**config.mk**
```make
export PLATFORM = sky130hd
export DESIGN_NAME = uart_frame_link_flat
export DESIGN_NICKNAME = d
export VERILOG_FILES = /design/src/rtl/uart_frame_pkg.sv /design/src/rtl/uart_frame_link_if.sv /design/src/rtl/uart_frame_tx_seq.sv /design/src/rtl/uart_frame_link.sv /design/src/flat_wrapper.sv
export SDC_FILE = /design/constraint.sdc
export NUM_CORES = 2
export LEC_CHECK = 0
export ABC_AREA = 0
export CORE_MARGIN = 2
export CORE_UTILIZATION = 55
export DETAILED_ROUTE_END_ITERATION = 8
export GPL_TIMING_DRIVEN = 0
export HOLD_SLACK_MARGIN = 0.05
export PLACE_DENSITY = 0.8
export RECOVER_POWER = 50
export SYNTH_ARGS = -nofsm -noshare
export SYNTH_HDL_FRONTEND = slang
export SYNTH_SLANG_ARGS = --single-unit
```
**constraint.sdc**
```tcl
create_clock -name clock -period 2.2 [get_ports clock]
set_clock_uncertainty 0.05 [all_clocks]
set_input_delay 0.44 -clock clock [delete_from_list [all_inputs] [get_ports clock]]
set_output_delay 0.44 -clock clock [all_outputs]
set_load 0.03 [all_outputs]
```
**src/rtl/uart_frame_pkg.sv**
```systemverilog
// +--------------------------------------------------------------------------+
// | uart_frame_pkg : shared types and sizing helpers for uart_frame_link      |
// | Rev 1.0                                                                   |
// +--------------------------------------------------------------------------+
`default_nettype none

package uart_frame_pkg;

   localparam int BYTE_W = 8;

   typedef enum logic [2:0] {
      ST_IDLE = 3'd0,
      ST_LOAD = 3'd1,
      ST_ARM  = 3'd2,
      ST_WAIT = 3'd3,
      ST_DONE = 3'd4
   } tx_state_t;

   // Width needed to hold values 0..max_val, never less than one bit.
   function automatic int cnt_width(input int max_val);
      return (max_val < 2) ? 1 : $clog2(max_val + 1);
   endfunction

endpackage

`default_nettype wire

```
**src/rtl/uart_frame_link_if.sv**
```systemverilog
// +--------------------------------------------------------------------------+
// | uart_frame_link_if : byte-level handshake between link and UART core      |
// | Rev 1.0                                                                   |
// +--------------------------------------------------------------------------+
`default_nettype none

interface uart_frame_link_if;
   import uart_frame_pkg::*;

   logic [BYTE_W-1:0] rx_byte;
   logic              rx_rdy;
   logic              rx_rdy_clr;
   logic [BYTE_W-1:0] tx_byte;
   logic              tx_wr;
   logic              uart_busy;

   modport master (
      input  rx_byte, rx_rdy, uart_busy,
      output rx_rdy_clr, tx_byte, tx_wr
   );

   modport slave (
      output rx_byte, rx_rdy, uart_busy,
      input  rx_rdy_clr, tx_byte, tx_wr
   );

endinterface

`default_nettype wire

```
**src/rtl/uart_frame_tx_seq.sv**
```systemverilog
// +--------------------------------------------------------------------------+
// | uart_frame_tx_seq : MSB-first word serialiser with UART busy handshake.   |
// | Optional trailing XOR byte when UART_FRAME_CHECKSUM_EN is defined.        |
// | Rev 1.0                                                                   |
// +--------------------------------------------------------------------------+
`default_nettype none

module uart_frame_tx_seq
   import uart_frame_pkg::*;
#(
   parameter int TX_BYTES = 4
)(
   input  wire                         clock,
   input  wire                         reset,
   input  wire  [BYTE_W*TX_BYTES-1:0]  tx_word,
   input  wire                         tx_start,
   input  wire                         uart_busy,
   output logic                        tx_ready,
   output logic [BYTE_W-1:0]           tx_byte,
   output logic                        tx_wr,
   output logic                        tx_done
);

`ifdef UART_FRAME_CHECKSUM_EN
   localparam int CHK_BYTES = 1;
`else
   localparam int CHK_BYTES = 0;
`endif
   localparam int TOTAL  = TX_BYTES + CHK_BYTES;
   localparam int IDX_W  = cnt_width(TOTAL);
   localparam int WORD_W = BYTE_W * TX_BYTES;

   tx_state_t         state;
   logic [WORD_W-1:0] shadow;
   logic [IDX_W-1:0]  byte_idx;
   logic              start_q;
   logic [BYTE_W-1:0] next_byte;
`ifdef UART_FRAME_CHECKSUM_EN
   logic [BYTE_W-1:0] chk;
`endif

   always_comb begin
      next_byte = shadow[WORD_W-1 -: BYTE_W];
`ifdef UART_FRAME_CHECKSUM_EN
      if (byte_idx == IDX_W'(1))
         next_byte = chk;
`endif
   end

   // The first byte is issued straight from tx_word so tx_wr is high during
   // LOAD; ARM then absorbs the one-cycle lag of uart_busy behind tx_wr.
   always_ff @(posedge clock or negedge reset) begin
      if (!reset) begin
         state    <= ST_IDLE;
         shadow   <= '0;
         byte_idx <= '0;
         start_q  <= 1'b0;
         tx_ready <= 1'b1;
         tx_byte  <= '0;
         tx_wr    <= 1'b0;
         tx_done  <= 1'b0;
`ifdef UART_FRAME_CHECKSUM_EN
         chk      <= '0;
`endif
      end else begin
         start_q <= tx_start;
         tx_wr   <= 1'b0;
         tx_done <= 1'b0;
         case (state)
            ST_IDLE: begin
               if (tx_start && !start_q) begin
                  tx_byte  <= tx_word[WORD_W-1 -: BYTE_W];
                  shadow   <= tx_word << BYTE_W;
                  byte_idx <= IDX_W'(TOTAL - 1);
                  tx_wr    <= 1'b1;
                  tx_ready <= 1'b0;
                  state    <= ST_LOAD;
`ifdef UART_FRAME_CHECKSUM_EN
                  chk      <= tx_word[WORD_W-1 -: BYTE_W];
`endif
               end
            end
            ST_LOAD: state <= ST_ARM;
            ST_ARM:  state <= ST_WAIT;
            ST_WAIT: begin
               if (!uart_busy) begin
                  if (byte_idx != '0) begin
                     tx_byte  <= next_byte;
                     shadow   <= shadow << BYTE_W;
                     byte_idx <= byte_idx - IDX_W'(1);
                     tx_wr    <= 1'b1;
                     state    <= ST_LOAD;
`ifdef UART_FRAME_CHECKSUM_EN
                     chk      <= chk ^ shadow[WORD_W-1 -: BYTE_W];
`endif
                  end else begin
                     tx_done <= 1'b1;
                     state   <= ST_DONE;
                  end
               end
            end
            ST_DONE: begin
               tx_ready <= 1'b1;
               state    <= ST_IDLE;
            end
            default: begin
               tx_ready <= 1'b1;
               state    <= ST_IDLE;
            end
         endcase
      end
   end

endmodule

`default_nettype wire

```
**src/rtl/uart_frame_link.sv**
```systemverilog
// +--------------------------------------------------------------------------+
// | uart_frame_link : RX frame assembler with timeout plus TX word sequencer. |
// | Optional XOR checksum byte when UART_FRAME_CHECKSUM_EN is defined.        |
// | Rev 1.0                                                                   |
// +--------------------------------------------------------------------------+
`default_nettype none

module uart_frame_link
   import uart_frame_pkg::*;
#(
   parameter int RX_BYTES   = 80,
   parameter int TX_BYTES   = 4,
   parameter int RX_TIMEOUT = 50000000
)(
   input  wire                         clock,
   input  wire                         reset,
   uart_frame_link_if.master           uart,
   output logic [BYTE_W*RX_BYTES-1:0]  header,
   output logic                        header_valid,
   output logic                        rx_error,
   input  wire  [BYTE_W*TX_BYTES-1:0]  tx_word,
   input  wire                         tx_start,
   output logic                        tx_ready,
   output logic                        tx_done
);

`ifdef UART_FRAME_CHECKSUM_EN
   localparam int CHK_BYTES = 1;
`else
   localparam int CHK_BYTES = 0;
`endif
   localparam int RX_TOTAL   = RX_BYTES + CHK_BYTES;
   localparam int CNT_W      = cnt_width(RX_TOTAL);
   localparam int HDR_W      = BYTE_W * RX_BYTES;
   localparam int TO_W       = cnt_width(RX_TIMEOUT);
   localparam bit TIMEOUT_EN = (RX_TIMEOUT != 0);

   logic [CNT_W-1:0] rx_cnt;
   logic [HDR_W-1:0] assembly;
   logic [HDR_W-1:0] assembly_next;
   logic [TO_W-1:0]  to_cnt;
   logic             rdy_clr_q;
   logic             accept;
   logic             last_byte;
   logic             partial;
   logic             expired;
`ifdef UART_FRAME_CHECKSUM_EN
   logic [BYTE_W-1:0] rx_xor;
`endif

   assign uart.rx_rdy_clr = rdy_clr_q;

   // rx_rdy is still high while the clear pulse is out; masking it with the
   // pulse gives exactly one accept per UART byte.
   always_comb begin
      accept        = uart.rx_rdy && !rdy_clr_q;
      last_byte     = (rx_cnt == CNT_W'(RX_TOTAL - 1));
      partial       = (rx_cnt != '0);
      expired       = TIMEOUT_EN && partial && !accept &&
                      (to_cnt == TO_W'(RX_TIMEOUT - 1));
      assembly_next = (assembly << BYTE_W) | HDR_W'(uart.rx_byte);
   end

   always_ff @(posedge clock or negedge reset) begin
      if (!reset) begin
         rx_cnt       <= '0;
         assembly     <= '0;
         to_cnt       <= '0;
         rdy_clr_q    <= 1'b0;
         header       <= '0;
         header_valid <= 1'b0;
         rx_error     <= 1'b0;
`ifdef UART_FRAME_CHECKSUM_EN
         rx_xor       <= '0;
`endif
      end else begin
         rdy_clr_q    <= accept;
         header_valid <= 1'b0;
         rx_error     <= 1'b0;
         if (accept) begin
            to_cnt <= '0;
            if (last_byte) begin
               rx_cnt <= '0;
`ifdef UART_FRAME_CHECKSUM_EN
               rx_xor <= '0;
               if (uart.rx_byte == rx_xor) begin
                  header       <= assembly;
                  header_valid <= 1'b1;
               end else begin
                  rx_error <= 1'b1;
               end
`else
               header       <= assembly_next;
               header_valid <= 1'b1;
`endif
            end else begin
               rx_cnt   <= rx_cnt + CNT_W'(1);
               assembly <= assembly_next;
`ifdef UART_FRAME_CHECKSUM_EN
               rx_xor   <= rx_xor ^ uart.rx_byte;
`endif
            end
         end else if (expired) begin
            rx_cnt   <= '0;
            to_cnt   <= '0;
            rx_error <= 1'b1;
`ifdef UART_FRAME_CHECKSUM_EN
            rx_xor   <= '0;
`endif
         end else if (partial && TIMEOUT_EN) begin
            to_cnt <= to_cnt + TO_W'(1);
         end
      end
   end

   uart_frame_tx_seq #(
      .TX_BYTES (TX_BYTES)
   ) u_tx_seq (
      .clock     (clock),
      .reset     (reset),
      .tx_word   (tx_word),
      .tx_start  (tx_start),
      .uart_busy (uart.uart_busy),
      .tx_ready  (tx_ready),
      .tx_byte   (uart.tx_byte),
      .tx_wr     (uart.tx_wr),
      .tx_done   (tx_done)
   );

endmodule

`default_nettype wire

```
**src/flat_wrapper.sv**
```systemverilog
// flat-port wrapper written by rule: the top's interface ports become plain ports
module uart_frame_link_flat import uart_frame_pkg::*;
#(
   parameter int RX_BYTES   = 80,
   parameter int TX_BYTES   = 4,
   parameter int RX_TIMEOUT = 50000000
)
  (clock, reset, header, header_valid, rx_error, tx_word, tx_start, tx_ready, tx_done, uart_rx_byte, uart_rx_rdy, uart_uart_busy, uart_rx_rdy_clr, uart_tx_byte, uart_tx_wr);
  uart_frame_link_if uart_i ();
  input  wire clock;
  input  wire reset;
  output logic [BYTE_W*RX_BYTES-1:0] header;
  output logic header_valid;
  output logic rx_error;
  input  wire  [BYTE_W*TX_BYTES-1:0] tx_word;
  input  wire tx_start;
  output logic tx_ready;
  output logic tx_done;
  input wire logic [$bits(uart_i.rx_byte)-1:0] uart_rx_byte;
  input wire logic [$bits(uart_i.rx_rdy)-1:0] uart_rx_rdy;
  input wire logic [$bits(uart_i.uart_busy)-1:0] uart_uart_busy;
  output wire logic [$bits(uart_i.rx_rdy_clr)-1:0] uart_rx_rdy_clr;
  output wire logic [$bits(uart_i.tx_byte)-1:0] uart_tx_byte;
  output wire logic [$bits(uart_i.tx_wr)-1:0] uart_tx_wr;
  assign uart_i.rx_byte = uart_rx_byte;
  assign uart_i.rx_rdy = uart_rx_rdy;
  assign uart_i.uart_busy = uart_uart_busy;
  assign uart_rx_rdy_clr = uart_i.rx_rdy_clr;
  assign uart_tx_byte = uart_i.tx_byte;
  assign uart_tx_wr = uart_i.tx_wr;
  uart_frame_link #(.RX_BYTES(RX_BYTES), .TX_BYTES(TX_BYTES), .RX_TIMEOUT(RX_TIMEOUT)) u_core (.clock(clock), .reset(reset), .uart(uart_i), .header(header), .header_valid(header_valid), .rx_error(rx_error), .tx_word(tx_word), .tx_start(tx_start), .tx_ready(tx_ready), .tx_done(tx_done));
endmodule
```
==> metrics.md <==
| Metric | Value |
|---|---|
| Min cycle time layout | between 2 and 2.5 ns |
| Maximum clock path buffer count | 3 |
| CP max-delay cell | dfrtp_1 |
| Achievable Freq | about 0.45 GHz |
| Total power | around 54 mW |
| Routed wire length | around 140000 um |
| Root Buffer | clkbuf_16 |
| Initial antenna violation count | 0 |
| Die W | around 310 um |
| Slew Limit Headroom | 13.4% |
| Max-slew violation count | 0 |
| Count of cell types in the netlist | between 50 and 60 |
| Commonest non-fill, non-tap cell in the layout | nand2_1 |
| Tightest Pin Transition | roughly 1.3 ns |
| Share of layout cells above drive strength 1 | between 10% and 20% |
| Placed insts | ~6300 |
| Top_reg_cell synth | dfrtp_1 |
| Final hold vios | between 100 and 150 |
| Nets@finish | 5319 |
| Wire per inst | 20.6 um |
| Core Util, Final | 70.0% |
| Via density per instance | between 5 and 6 |
| Fill cell count | 6411 |
| Maximum VDD drop | ~0.67 mV |
| Setup TNS | -0.00701 ns |
| Critical-path cell list | ha_4 > nand3_4 > nor2_4 > and3_4 > buf_12 > buf_8 > buf_6 > mux2_2 |
| Pwr/cell area | about 850 mW/mm^2 |
| Failing checks | hold timing, setup timing |
| Final Non-Filler Cells | around 6600 |
| Overflow after GRT | 0 |
| Largest net degree at the start of global routing | 175 |
| Ys async rst share | 100% |
| Outcome | finished with violations |
| Ports | ~700 |
| Gr usage total | 28.6% |
| Critical path class | flop to flop |
| DRT iter0 DRCs | 2847 |
| Synth Instances | around 4400 |
| CTS tree | yes |
| Area post-placement | between 0.05 and 0.06 mm^2 |
| Critical path's largest stage delay | 0.42 ns |
| Required time of the critical path | around 2.8 ns |
| Number of routed nets with antenna violations | 0 |
| Syn avg cell area | 11.5 um^2 |
| Iteration count of the initial detailed-routing pass | 5 |
| Vias in the first global route | between 30000 and 40000 |
| Post-synth EDFFs | 0 |
| First-pass GRT wire length | around 210000 um |
| Mapped cell area | about 0.051 mm^2 |
| Final setup margin | -0.00514 ns |
| CP Capture Type | flop |
| Fin crit share | 100% |
| Via count | between 30000 and 40000 |
| CORE AREA | ~0.092 mm^2 |
| P_leak | 37.0 nW |
| Port bufs | ~700 |
| Max Cap Violations | 0 |
| Skew-Pair Late Insertion Delay | between 0.7 and 0.8 ns |
| Num rows | roughly 110 |
| CTS sink count | between 1000 and 1500 |
| Startpoint types | flop |
| Clock H-tree levels | 4 |
| Arrival time worst endpoint | between 2 and 3 ns |
| Synth Warn # | 0 |
| Area of all placed cells without fillers | between 0.06 and 0.07 mm^2 |
| Final setup viols | 3 |
| Die Y | ~310 um |
| Area grow syn2layout | 25.9% |
| DIE AREA | between 0.09 and 0.1 mm^2 |
| Commonest non-fill, non-tap cells in the layout | 1932 x nand2_1, 1348 x dfrtp_1, 653 x dlygate4sd2_1 |
| RD Place Congestion | roughly 0.87 |
| Initial Util | a little under three fifths |
| Synthesized flop and latch total | ~1400 |
| Syn_nets | about 4500 |
| Worst Path Max Fanout | 10 |
| Sequential element share of the synthesized area | between 60% and 70% |
| WHS | -0.415 ns |
| Setup slack at placement | -1.22 ns |
| Hold Path Class | primary input to async pin |
| RSZ-0062 raised after global routing | yes |
| Clock transition at path regs | roughly 0.060 ns |
| Dpl hpwl | about 94000 um |
| DRC viols | 0 |
| Total CTS buffers | between 100 and 150 |
-- per-layer routing --
metal	wire, um	track usage, %
met5	0	0
met4	7700	15.0
met3	9640	7.54
met2	63800	45.0
met1	54100	36.7
-- cell type report --
cell class                      count  area (um^2)  area share, %
Antenna cell                        1         2.50        0.00390
Buffer                            227         1620           2.53
Clock buffer                      206         4070           6.34
Clock inverter                     34          454          0.708
Inverter                            7         26.3         0.0410
Multi-Input combinational cell   2829        16200           25.3
Sequential cell                  1350        33800           52.7
Tap cell                         1186         1480           2.31
Timing Repair Buffer              716         6470           10.1
-- flip-flops by register name, summed over array words and instances (netlist names) --
| signal | cells |
|---|---|
| u_core.u_tx_seq.byte_idx | 3 |
| u_core.u_tx_seq.tx_done | 1 |
| u_core.u_tx_seq.tx_ready | 1 |
| u_core.uart.rx_rdy_clr | 1 |
| u_core.rx_cnt | 7 |
| u_core.assembly | 632 |
| u_core.u_tx_seq.state | 3 |
| u_core.u_tx_seq.shadow | 24 |
| u_core.u_tx_seq.start_q | 1 |
| u_core.to_cnt | 26 |
| u_core.header_valid | 1 |
| u_core.header | 640 |
| u_core.rx_error | 1 |
| u_core.u_tx_seq.tx_byte | 8 |
| u_core.u_tx_seq.tx_wr | 1 |
-- Yosys cell counts (14+ instances only) --
master	number	area share, %
a21oi_1	35	0.34
buf_1	17	0.13
mux2i_1	26	0.51
nand3_1	21	0.21
dfrtp_1	1349	66
nor2_1	63	0.46
nand2_1	1933	14
xor2_1	17	0.29
mux2_2	589	13
buf_2	112	1.1
mux2_1	51	1.1
clkbuf_1	98	0.72
o21ai_0	14	0.14
-- kinds of logic after synthesis --
| kind of cell | share of synthesized area (%) |
|---|---|
| simple gates | 15.7 |
| flops | 66.3 |
| mux | 14.7 |
| buf+inv | 2.03 |
| compound gates | 0.779 |
| xor+xnor | 0.327 |
| fa+ha+maj | 0.123 |
-- what timing repair did --
item | CTS | global route
setup buffers | 5 | 2
gates cloned | 1 | 2
endpoints found under the hold margin | 108 | 108
setup endpoints to repair | 2115 | 1477
gates resized for setup | 888 | 66
pin swaps | 2 | 4
-- power breakdown --
part | internal, mW | total, mW | switching [mW] | leakage (nW)
clock | 13.8 | 23.4 | 9.55 | 2.22
combinational | 1.28 | 3.90 | 2.62 | 16.1
sequential | 26.0 | 27.1 | 1.07 | 18.7
total | 41.1 | 54.3 | 13.2 | 37.0
-- worst paths after layout --
| check | startpoint | endpoint | slack (ns) | cells past startpoint |
|---|---|---|---|---|
| hold / removal | reset | u_core.assembly[317] | -0.42 | 1 |
| min in group clock | tx_word[2] | u_core.u_tx_seq.shadow[10] | 0.21 | 3 |
| hold reg to reg | u_core.assembly[429] | u_core.assembly[437] | 0.43 | 2 |
| max in group asynchronous | reset | u_core.header[628] | 0.28 | 3 |
| setup reg to reg | u_core.rx_cnt[1] | u_core.header[459] | -0.005 | 8 |
| setup / recovery | u_core.rx_cnt[1] | u_core.header[459] | -0.005 | 8 |
-- worst max-delay path: cells and delay by family (launching register included) --
kind	cells	cell delay, ns
adder cells (fa/ha/maj)	1	0.18
buffers and inverters	3	0.54
flip-flops	1	0.42
multiplexers	1	0.36
AND/OR/NAND/NOR	3	0.52
No activity file was read; power rests on OpenSTA's default activity.
